--- src/rtl/nx_fifo_wm_pkg.sv ---
// Shared helpers for the nx_fifo_wm family: slot-count width and wrapping pointer step.
package nx_fifo_wm_pkg;

    function automatic int calc_cw(input int depth);
        return $clog2(depth + 1);
    endfunction

    // Explicit wrap so non-power-of-two depths never alias
    function automatic int unsigned ptr_next(input int unsigned ptr, input int unsigned depth);
        return (ptr == depth - 1) ? 32'd0 : ptr + 32'd1;
    endfunction

endpackage

--- src/rtl/nx_fifo_wm_ctrl.sv ---
// FIFO control: pointers, occupancy, threshold flags, error pulses and sticky high watermark.
module nx_fifo_wm_ctrl
    import nx_fifo_wm_pkg::*;
#(
    parameter int DEPTH         = 4,
    parameter int AFULL_THRESH  = DEPTH - 1,
    parameter int AEMPTY_THRESH = 1,
    localparam int CW           = calc_cw(DEPTH),
    localparam int PW           = $clog2(DEPTH)
) (
    input  logic          clk,
    input  logic          rst_n,
    input  logic          wen,
    input  logic          ren,
    input  logic          clear,
    output logic          wr_acc,
    output logic [PW-1:0] wptr,
    output logic [PW-1:0] rptr,
    output logic          empty,
    output logic          full,
    output logic          almost_full,
    output logic          almost_empty,
    output logic [CW-1:0] used_slots,
    output logic [CW-1:0] free_slots,
    output logic [CW-1:0] high_watermark,
    output logic          underflow,
    output logic          overflow
);

    if (DEPTH < 2) begin : g_bad_depth
        $fatal(1, "nx_fifo_wm: DEPTH must be >= 2");
    end
    if (AFULL_THRESH < 1 || AFULL_THRESH > DEPTH) begin : g_bad_afull
        $fatal(1, "nx_fifo_wm: AFULL_THRESH out of range 1..DEPTH");
    end
    if (AEMPTY_THRESH < 0 || AEMPTY_THRESH > DEPTH - 1) begin : g_bad_aempty
        $fatal(1, "nx_fifo_wm: AEMPTY_THRESH out of range 0..DEPTH-1");
    end

    logic [PW-1:0] wptr_reg, rptr_reg;
    logic [CW-1:0] count_reg, count_next;
    logic [CW-1:0] hwm_reg, hwm_next;
    logic          underflow_reg, overflow_reg;
    logic          rd_acc;

    assign empty  = (count_reg == '0);
    assign full   = (count_reg == CW'(DEPTH));
    assign wr_acc = wen && !full && !clear;
    assign rd_acc = ren && !empty && !clear;

    always_comb begin
        count_next = count_reg;
        if (clear) begin
            count_next = '0;
        end else if (wr_acc && !rd_acc) begin
            count_next = count_reg + CW'(1);
        end else if (rd_acc && !wr_acc) begin
            count_next = count_reg - CW'(1);
        end
    end

    // Watermark tracks the count being loaded, so it never lags the occupancy
    always_comb begin
        hwm_next = hwm_reg;
        if (clear) begin
            hwm_next = '0;
        end else if (count_next > hwm_reg) begin
            hwm_next = count_next;
        end
    end

    always_ff @(posedge clk or negedge rst_n) begin
        if (!rst_n) begin
            wptr_reg      <= '0;
            rptr_reg      <= '0;
            count_reg     <= '0;
            hwm_reg       <= '0;
            underflow_reg <= 1'b0;
            overflow_reg  <= 1'b0;
        end else begin
            if (clear) begin
                wptr_reg <= '0;
                rptr_reg <= '0;
            end else begin
                if (wr_acc) wptr_reg <= PW'(ptr_next(32'(wptr_reg), DEPTH));
                if (rd_acc) rptr_reg <= PW'(ptr_next(32'(rptr_reg), DEPTH));
            end
            count_reg     <= count_next;
            hwm_reg       <= hwm_next;
            underflow_reg <= ren && empty && !clear;
            overflow_reg  <= wen && full && !clear;
        end
    end

    assign wptr           = wptr_reg;
    assign rptr           = rptr_reg;
    assign used_slots     = count_reg;
    assign free_slots     = CW'(DEPTH) - count_reg;
    assign almost_full    = (count_reg >= CW'(AFULL_THRESH));
    assign almost_empty   = (count_reg <= CW'(AEMPTY_THRESH));
    assign high_watermark = hwm_reg;
    assign underflow      = underflow_reg;
    assign overflow       = overflow_reg;

endmodule

--- src/rtl/nx_fifo_wm.sv ---
// Synchronous FIFO with arbitrary depth, programmable thresholds and high watermark; storage and read mux.
module nx_fifo_wm
    import nx_fifo_wm_pkg::*;
#(
    parameter int DEPTH         = 4,
    parameter int WIDTH         = 263,
    parameter bit DATA_RESET    = 1'b1,
    parameter int AFULL_THRESH  = DEPTH - 1,
    parameter int AEMPTY_THRESH = 1,
    localparam int CW           = calc_cw(DEPTH)
) (
    input  logic             clk,
    input  logic             rst_n,
    input  logic             wen,
    input  logic             ren,
    input  logic             clear,
    input  logic [WIDTH-1:0] wdata,
    output logic [WIDTH-1:0] rdata,
    output logic             empty,
    output logic             full,
    output logic             almost_full,
    output logic             almost_empty,
    output logic [CW-1:0]    used_slots,
    output logic [CW-1:0]    free_slots,
    output logic [CW-1:0]    high_watermark,
    output logic             underflow,
    output logic             overflow
);

    localparam int PW = $clog2(DEPTH);

    logic             wr_acc;
    logic [PW-1:0]    wptr, rptr;
    logic [WIDTH-1:0] mem [DEPTH];

    nx_fifo_wm_ctrl #(
        .DEPTH         (DEPTH),
        .AFULL_THRESH  (AFULL_THRESH),
        .AEMPTY_THRESH (AEMPTY_THRESH)
    ) u_ctrl (
        .clk            (clk),
        .rst_n          (rst_n),
        .wen            (wen),
        .ren            (ren),
        .clear          (clear),
        .wr_acc         (wr_acc),
        .wptr           (wptr),
        .rptr           (rptr),
        .empty          (empty),
        .full           (full),
        .almost_full    (almost_full),
        .almost_empty   (almost_empty),
        .used_slots     (used_slots),
        .free_slots     (free_slots),
        .high_watermark (high_watermark),
        .underflow      (underflow),
        .overflow       (overflow)
    );

    if (DATA_RESET) begin : g_mem_rst
        always_ff @(posedge clk or negedge rst_n) begin
            if (!rst_n) begin
                for (int i = 0; i < DEPTH; i++) mem[i] <= '0;
            end else if (wr_acc) begin
                mem[wptr] <= wdata;
            end
        end
    end else begin : g_mem_norst
        always_ff @(posedge clk) begin
            if (wr_acc) mem[wptr] <= wdata;
        end
    end

    // Masking hides stale storage after clear or when the array is not reset
    assign rdata = empty ? '0 : mem[rptr];

endmodule

--- config.mk ---
export PLATFORM = sky130hd
export DESIGN_NAME = nx_fifo_wm
export DESIGN_NICKNAME = d
export VERILOG_FILES = /design/src/rtl/nx_fifo_wm_pkg.sv /design/src/rtl/nx_fifo_wm_ctrl.sv /design/src/rtl/nx_fifo_wm.sv
export SDC_FILE = /design/constraint.sdc
export NUM_CORES = 1
export LEC_CHECK = 0
export CAP_MARGIN = 20
export CORE_MARGIN = 2
export CORE_UTILIZATION = 51
export CTS_CLUSTER_DIAMETER = 200
export DETAILED_ROUTE_END_ITERATION = 7
export PLACE_DENSITY_LB_ADDON = 0.1
export SETUP_SLACK_MARGIN = 0.02
export SLEW_MARGIN = 20
export SYNTH_ARGS = -nofsm -noshare
export SYNTH_HDL_FRONTEND = slang
export SYNTH_SLANG_ARGS = --single-unit
--- constraint.sdc ---
create_clock -name clk -period 2.75 [get_ports clk]
set_clock_uncertainty 0.1 [all_clocks]
set_input_delay 0.825 -clock clk [delete_from_list [all_inputs] [get_ports clk]]
set_output_delay 0.825 -clock clk [all_outputs]
set_load 0.02 [all_outputs]
# Word-level counts from Yosys, hierarchy flattened
# Index checks and enable logic that the tools add are counted.
# totals
elab_cells	64
ff_bits	1064
output_inout_bits	278
inputBits	268
# classes
n_eq_ne	3
bitwise_logic	2
n_addsub	5
reduce_logical	20
muxes	18
n_lt_le_gt_ge	6
# ops
operator	n
$bwmux 1052	1
$mux 263	4
$bmux 263 s2	1
$demux 263 s2	1
$mux 3	5
$mux 2	6
$logic_and 1x1->1	11
$ge 3x3->1 const B	2
$not 2->3	2
$reduce_bool 2->1	3
$logic_not 1->1	5
$add 2x1->2 const B	2
$eq 2x2->1 const B	2
$add 3x1->3 const B	1
$eq 3x3->1 const B	1
$ge 3x2->1 const B	1
$gt 3x3->1	1
$le 3x1->1 const B	1
$logic_not 3->1	1
$lt 3x1->1 const B	1
$sub 3x1->3 const B	1
$sub 3x3->3 const A	1

# Logic depth before layout (Yosys ltp)
# depth
ltp_word	12
depth_mapped	13
mapped_depth_nobuf	12

# Hierarchy
# A second synthesis with hierarchy kept.
# unflattened
hier_cells	3215
area_unflattened_um2	47239.1
# by_module_without_submodules
mod	area_each_um2	cells_per_inst	n_inst
nx_fifo_wm	46444.5	3132	1
nx_fifo_wm_ctrl	794.5	83	1

# Worst setup path before layout
# No wires, ideal clock.
# synth_timing
path_type	register to register
from	reg u_ctrl.count_reg[0], in the netlist u_ctrl.used_slots[0]
to	reg u_ctrl.hwm_reg[0], in the netlist u_ctrl.high_watermark[0]
t_required_ns	2.525
slack_ns	-0.331
synth_period_minus_slack_ns	3.081
n_path_buf	0
stages_incl_launch_ff	12
arrival_time_ns	2.856
path_cell_list	dfrtp_1 inv_1 ha_1 ha_1 and2b_1 xnor3_1 nor2_1 inv_1 ha_1 a31oi_1 and2_1 mux2_2
# synth_lines
item	line_no	text
start, declared	nx_fifo_wm_ctrl.sv:41	logic [CW-1:0] count_reg, count_next;
start signal, assigned	nx_fifo_wm_ctrl.sv:88	count_reg <= count_next;
$logic_not 3->1 *	nx_fifo_wm_ctrl.sv:46	assign empty = (count_reg == '0);
via empty	nx_fifo_wm.sv:19	output logic empty,
$logic_not 1->1 *	nx_fifo_wm_ctrl.sv:49	assign rd_acc = ren && !empty && !clear;
$logic_and 1x1->1 * (2 in series)	nx_fifo_wm_ctrl.sv:49	
$logic_and 1x1->1 / $logic_not 1->1 (equally long branches)	nx_fifo_wm_ctrl.sv:57, nx_fifo_wm_ctrl.sv:55	
$mux 3 / $logic_and 1x1->1 (equally long branches)	nx_fifo_wm_ctrl.sv:57, nx_fifo_wm_ctrl.sv:55	
$mux 3 *	nx_fifo_wm_ctrl.sv:55	end else if (wr_acc && !rd_acc) begin
$mux 3 *	nx_fifo_wm_ctrl.sv:53	if (clear) begin
via u_ctrl.count_next[0]	nx_fifo_wm_ctrl.sv:41	
$gt 3x3->1 / $mux 3 (equally long branches)	nx_fifo_wm_ctrl.sv:67	end else if (count_next > hwm_reg) begin
$reduce_bool 2->1 (no source line) / $mux 3 (equally long branches)	n/a	
end signal, assigned	nx_fifo_wm_ctrl.sv:89	hwm_reg <= hwm_next;
end, declared	nx_fifo_wm_ctrl.sv:42	logic [CW-1:0] hwm_reg, hwm_next;
# The timed path passes the listed nets; every way through them passes the cells marked *. The select of a mux whose other input is x is not followed.
# A chain may end at the register's enable or synchronous reset.

# Worst setup path in the final report
# layout_timing
from	reg u_ctrl.rptr_reg[0], in the netlist u_ctrl.rptr[0]
to	out rdata[105]
# layout_via
elab_chain_cells	5
# layout_lines
item	line_no	text
start, declared	nx_fifo_wm_ctrl.sv:40	logic [PW-1:0] wptr_reg, rptr_reg;
start signal, assigned	nx_fifo_wm_ctrl.sv:86	if (rd_acc) rptr_reg <= PW'(ptr_next(32'(rptr_reg), DEPTH));
$not 2->3 (implied by the code)	nx_fifo_wm.sv:75	assign rdata = empty ? '0 : mem[rptr];
$bmux 263 s2	nx_fifo_wm.sv:75	
$mux 263 (implied by the code) (2 in series)	nx_fifo_wm.sv:75	
$mux 263	nx_fifo_wm.sv:75	
end, declared	nx_fifo_wm.sv:18	output logic [WIDTH-1:0] rdata,
# Every way passes these cells. The select of a mux whose other input is x is not followed.

==> reports/results.txt <==
pwr dens = 1140 nW/um^2
max reg flops = 1052
Setup CP Type = reg -> out
CP Buf/Inv Count = 3
Net Count, Synth = 3209
layout cells sized above 1 = 52.4%
largest net degree at the start of global routing = 137
die area = 98800 um^2
Initial DRC Count = 1387
filler cell count = 6733
Vias per Instance = 5.64
Worst Path Required = 1.83 ns
global-route wire length before repair = 195000 um
max cap viols = 0
1st-pass router iterations = 6
placed cells = 4775
outcome = finished, violations left
count of buffers from port buffering = 545
RSZ-0062 raised after global routing = true
clock latency on the worst-skew pair = 0.69 ns
DR vias = 28483
effective utilization at floorplan = 51.6%
register bit total from synthesis = 1064
Non-Filler Instances = 5050
GR Util All Layers = 25.7%
Critical Path End Type = output port
dpl hpwl = 86900 um
Yosys Warn Count = 0
Critical Path AT = 2.64 ns
Final Setup Violations = 275
Worst IR Drop VDD = 922 uV
worst slew pin tran = 0.725 ns
grt ovf = 0
Max Fanout on Critical Path = 15
DP Worst Slack = -0.611 ns
most frequent cells in the layout = dfrtp_1 (1059), mux2_2 (772), mux2_4 (281)
slew margin rel. = 51.7%
most common cell after layout, fill and taps aside = dfrtp_1
CTS Sinks = 1064
CTS tree = yes
RePlAce Congestion = 0.842
Std-Cell Rows = 113
syn avg cell area = 16.8 um^2
CTS root buf = clkbuf_16
share of the yosys chip area belonging to registers = 54.2%
startpoint types = flop
fin crit share = 130%
DIE HEIGHT = 314 um
vias in the first global route = 32005
Layout Area Growth over Synthesis = 26.7%
number of nets in the layout = 3954
crit path time final = 3.57 ns
core area = 95300 um^2
initial antenna violation count = 34
clock slew at reported path FFs = 0.07 ns
Die W = 314 um
Post-Route WL = 126000 um
largest reg by FF count = mem
Hold/Removal Path Class = reg -> reg
fin. max-slew vios = 0
synthesized cell area = 49100 um^2
Routed wire per std cell = 24.9 um
setup ws final = -0.816 ns
CTS H-tree lvls = 3
Cell variety after synth = 32
critical path's top delay family = buffers and inverters
failing checks = setup timing
final hold vios = 0
Lkg Pwr = 27.3 nW
slowest cell on the critical path = mux4_2
Residual DRC = 0
IO Count = 546
worst-path cell chain = buf_12, buf_4, mux4_2, nor2b_1, dlygate4sd2_1
Routed Antenna Nets = 0
clock buffer depth = 3
CTS buffer count = 115
Mapped Cells = 2926
max incr delay on CP = 0.56 ns
Peak Freq = 280 MHz
## power by group
| group | switching, mW | total (mW) | internal [mW] |
|---|---|---|---|
| logic | 13.1 | 29.9 | 16.8 |
| registers | 3.34 | 25.4 | 22.1 |
| clock network | 6.44 | 15.7 | 9.24 |
| total | 22.9 | 71.0 | 48.1 |
## area by class of cell
class	instances	area, um^2	area share, %
inverter	10	40.0	0.0643
multi-input combinational	1645	21200	34.1
clock buffer	166	3360	5.40
antenna	20	50.0	0.0804
clock inverter	45	504	0.810
tap	1265	1580	2.54
timing repair buffer	835	8870	14.2
sequential	1064	26600	42.8
## through the flow
| stage | power (mW) | hold WS [ns] | instance area, um^2 | utilization, % | setup TNS, ns |
|---|---|---|---|---|---|
| finish | 71.0 | 0.400 | 62200 | 65.3 | -182.78 |
| global route | 74.6 | 0.409 | 62200 | 65.3 | -212.71 |
| CTS | 71.1 | 0.404 | 62000 | 65.1 | -213.27 |
| detailed placement | 56.1 | 0.390 | 58100 | 60.9 | -266.18 |
| global placement | 54.9 | 0.383 | 58100 | 60.9 | -238.01 |
| floorplan | 43.5 | 0.375 | 49200 | - | -0.0599 |
## kinds of logic after synthesis
kind of cell | synth area share, %
muxes | 38.4
DFF | 54.2
and+or+nand+nor | 3.70
buffers and inverters | 3.09
AOI/OAI and AO/OA | 0.191
adders and majority gates | 0.382
xor gates and xnor gates | 0.0637
## synth_stat cells, drive strengths merged
master     n  area [um^2]
o21ai      3         15.0
nand2b     2         20.0
a31oi      1         6.26
nor2b    265         1660
and2b      1         7.51
inv       10         37.5
nor3       2         10.0
nor2      13         56.3
buf      170         1340
clkbuf    37          139
xnor2      1         8.76
a211oi     2         15.0
xnor3      1         22.5
mux4     263         5920
a211o      1         8.76
nand2      5         18.8
ha        15          188
a21oi      8         40.0
a32oi      1         8.76
mux2    1053        12900
dfrtp   1064        26600
nand3b     1         7.51
and2       5         41.3
mux2i      2         20.0
## worst register-to-register path: stages, from the launching register on
cell and delay, ns:
dfrtp_2 0.40, inv_2 0.08, ha_4 0.14, ha_4 0.24, and2b_1 0.26, o21ai_0 0.20, a32oi_1 0.17, nor2_1 0.20
ha_1 0.29, a211o_1 0.31, and2_4 0.17, mux2_4 0.29
## layer usage
layer,up-vias,share of wire [%],track usage [%]
li1,12221,-,-
met1,15349,41,33.2
met2,649,50,42.9
met3,234,5.7,6.11
met4,30,2.8,8.42
met5,-,0.15,0
## path summary, 6_finish.rpt
kind,start,to,slack [ns],cells past startpoint
max,u_ctrl.rptr[0],rdata[105],-0.82,5
min,mem[88],mem[88],0.40,1
max reg2reg,u_ctrl.used_slots[0],u_ctrl.high_watermark[0],-0.20,11
min reg2reg,mem[88],mem[88],0.40,1
max in group asynchronous,rst_n,mem[968],0.94,3
min in group asynchronous,rst_n,mem[468],0.55,2
## timing repair
action | 4_1_cts | 5_1_grt
buffers inserted | 14 | 24
cloned | 5 | 3
hold buffers | 1 | 0
gates resized for setup | 536 | 200
hold endpoints to repair | 20 | 0
endpoints found under the setup margin | 281 | 281
No activity file was read; power rests on OpenSTA's default activity.
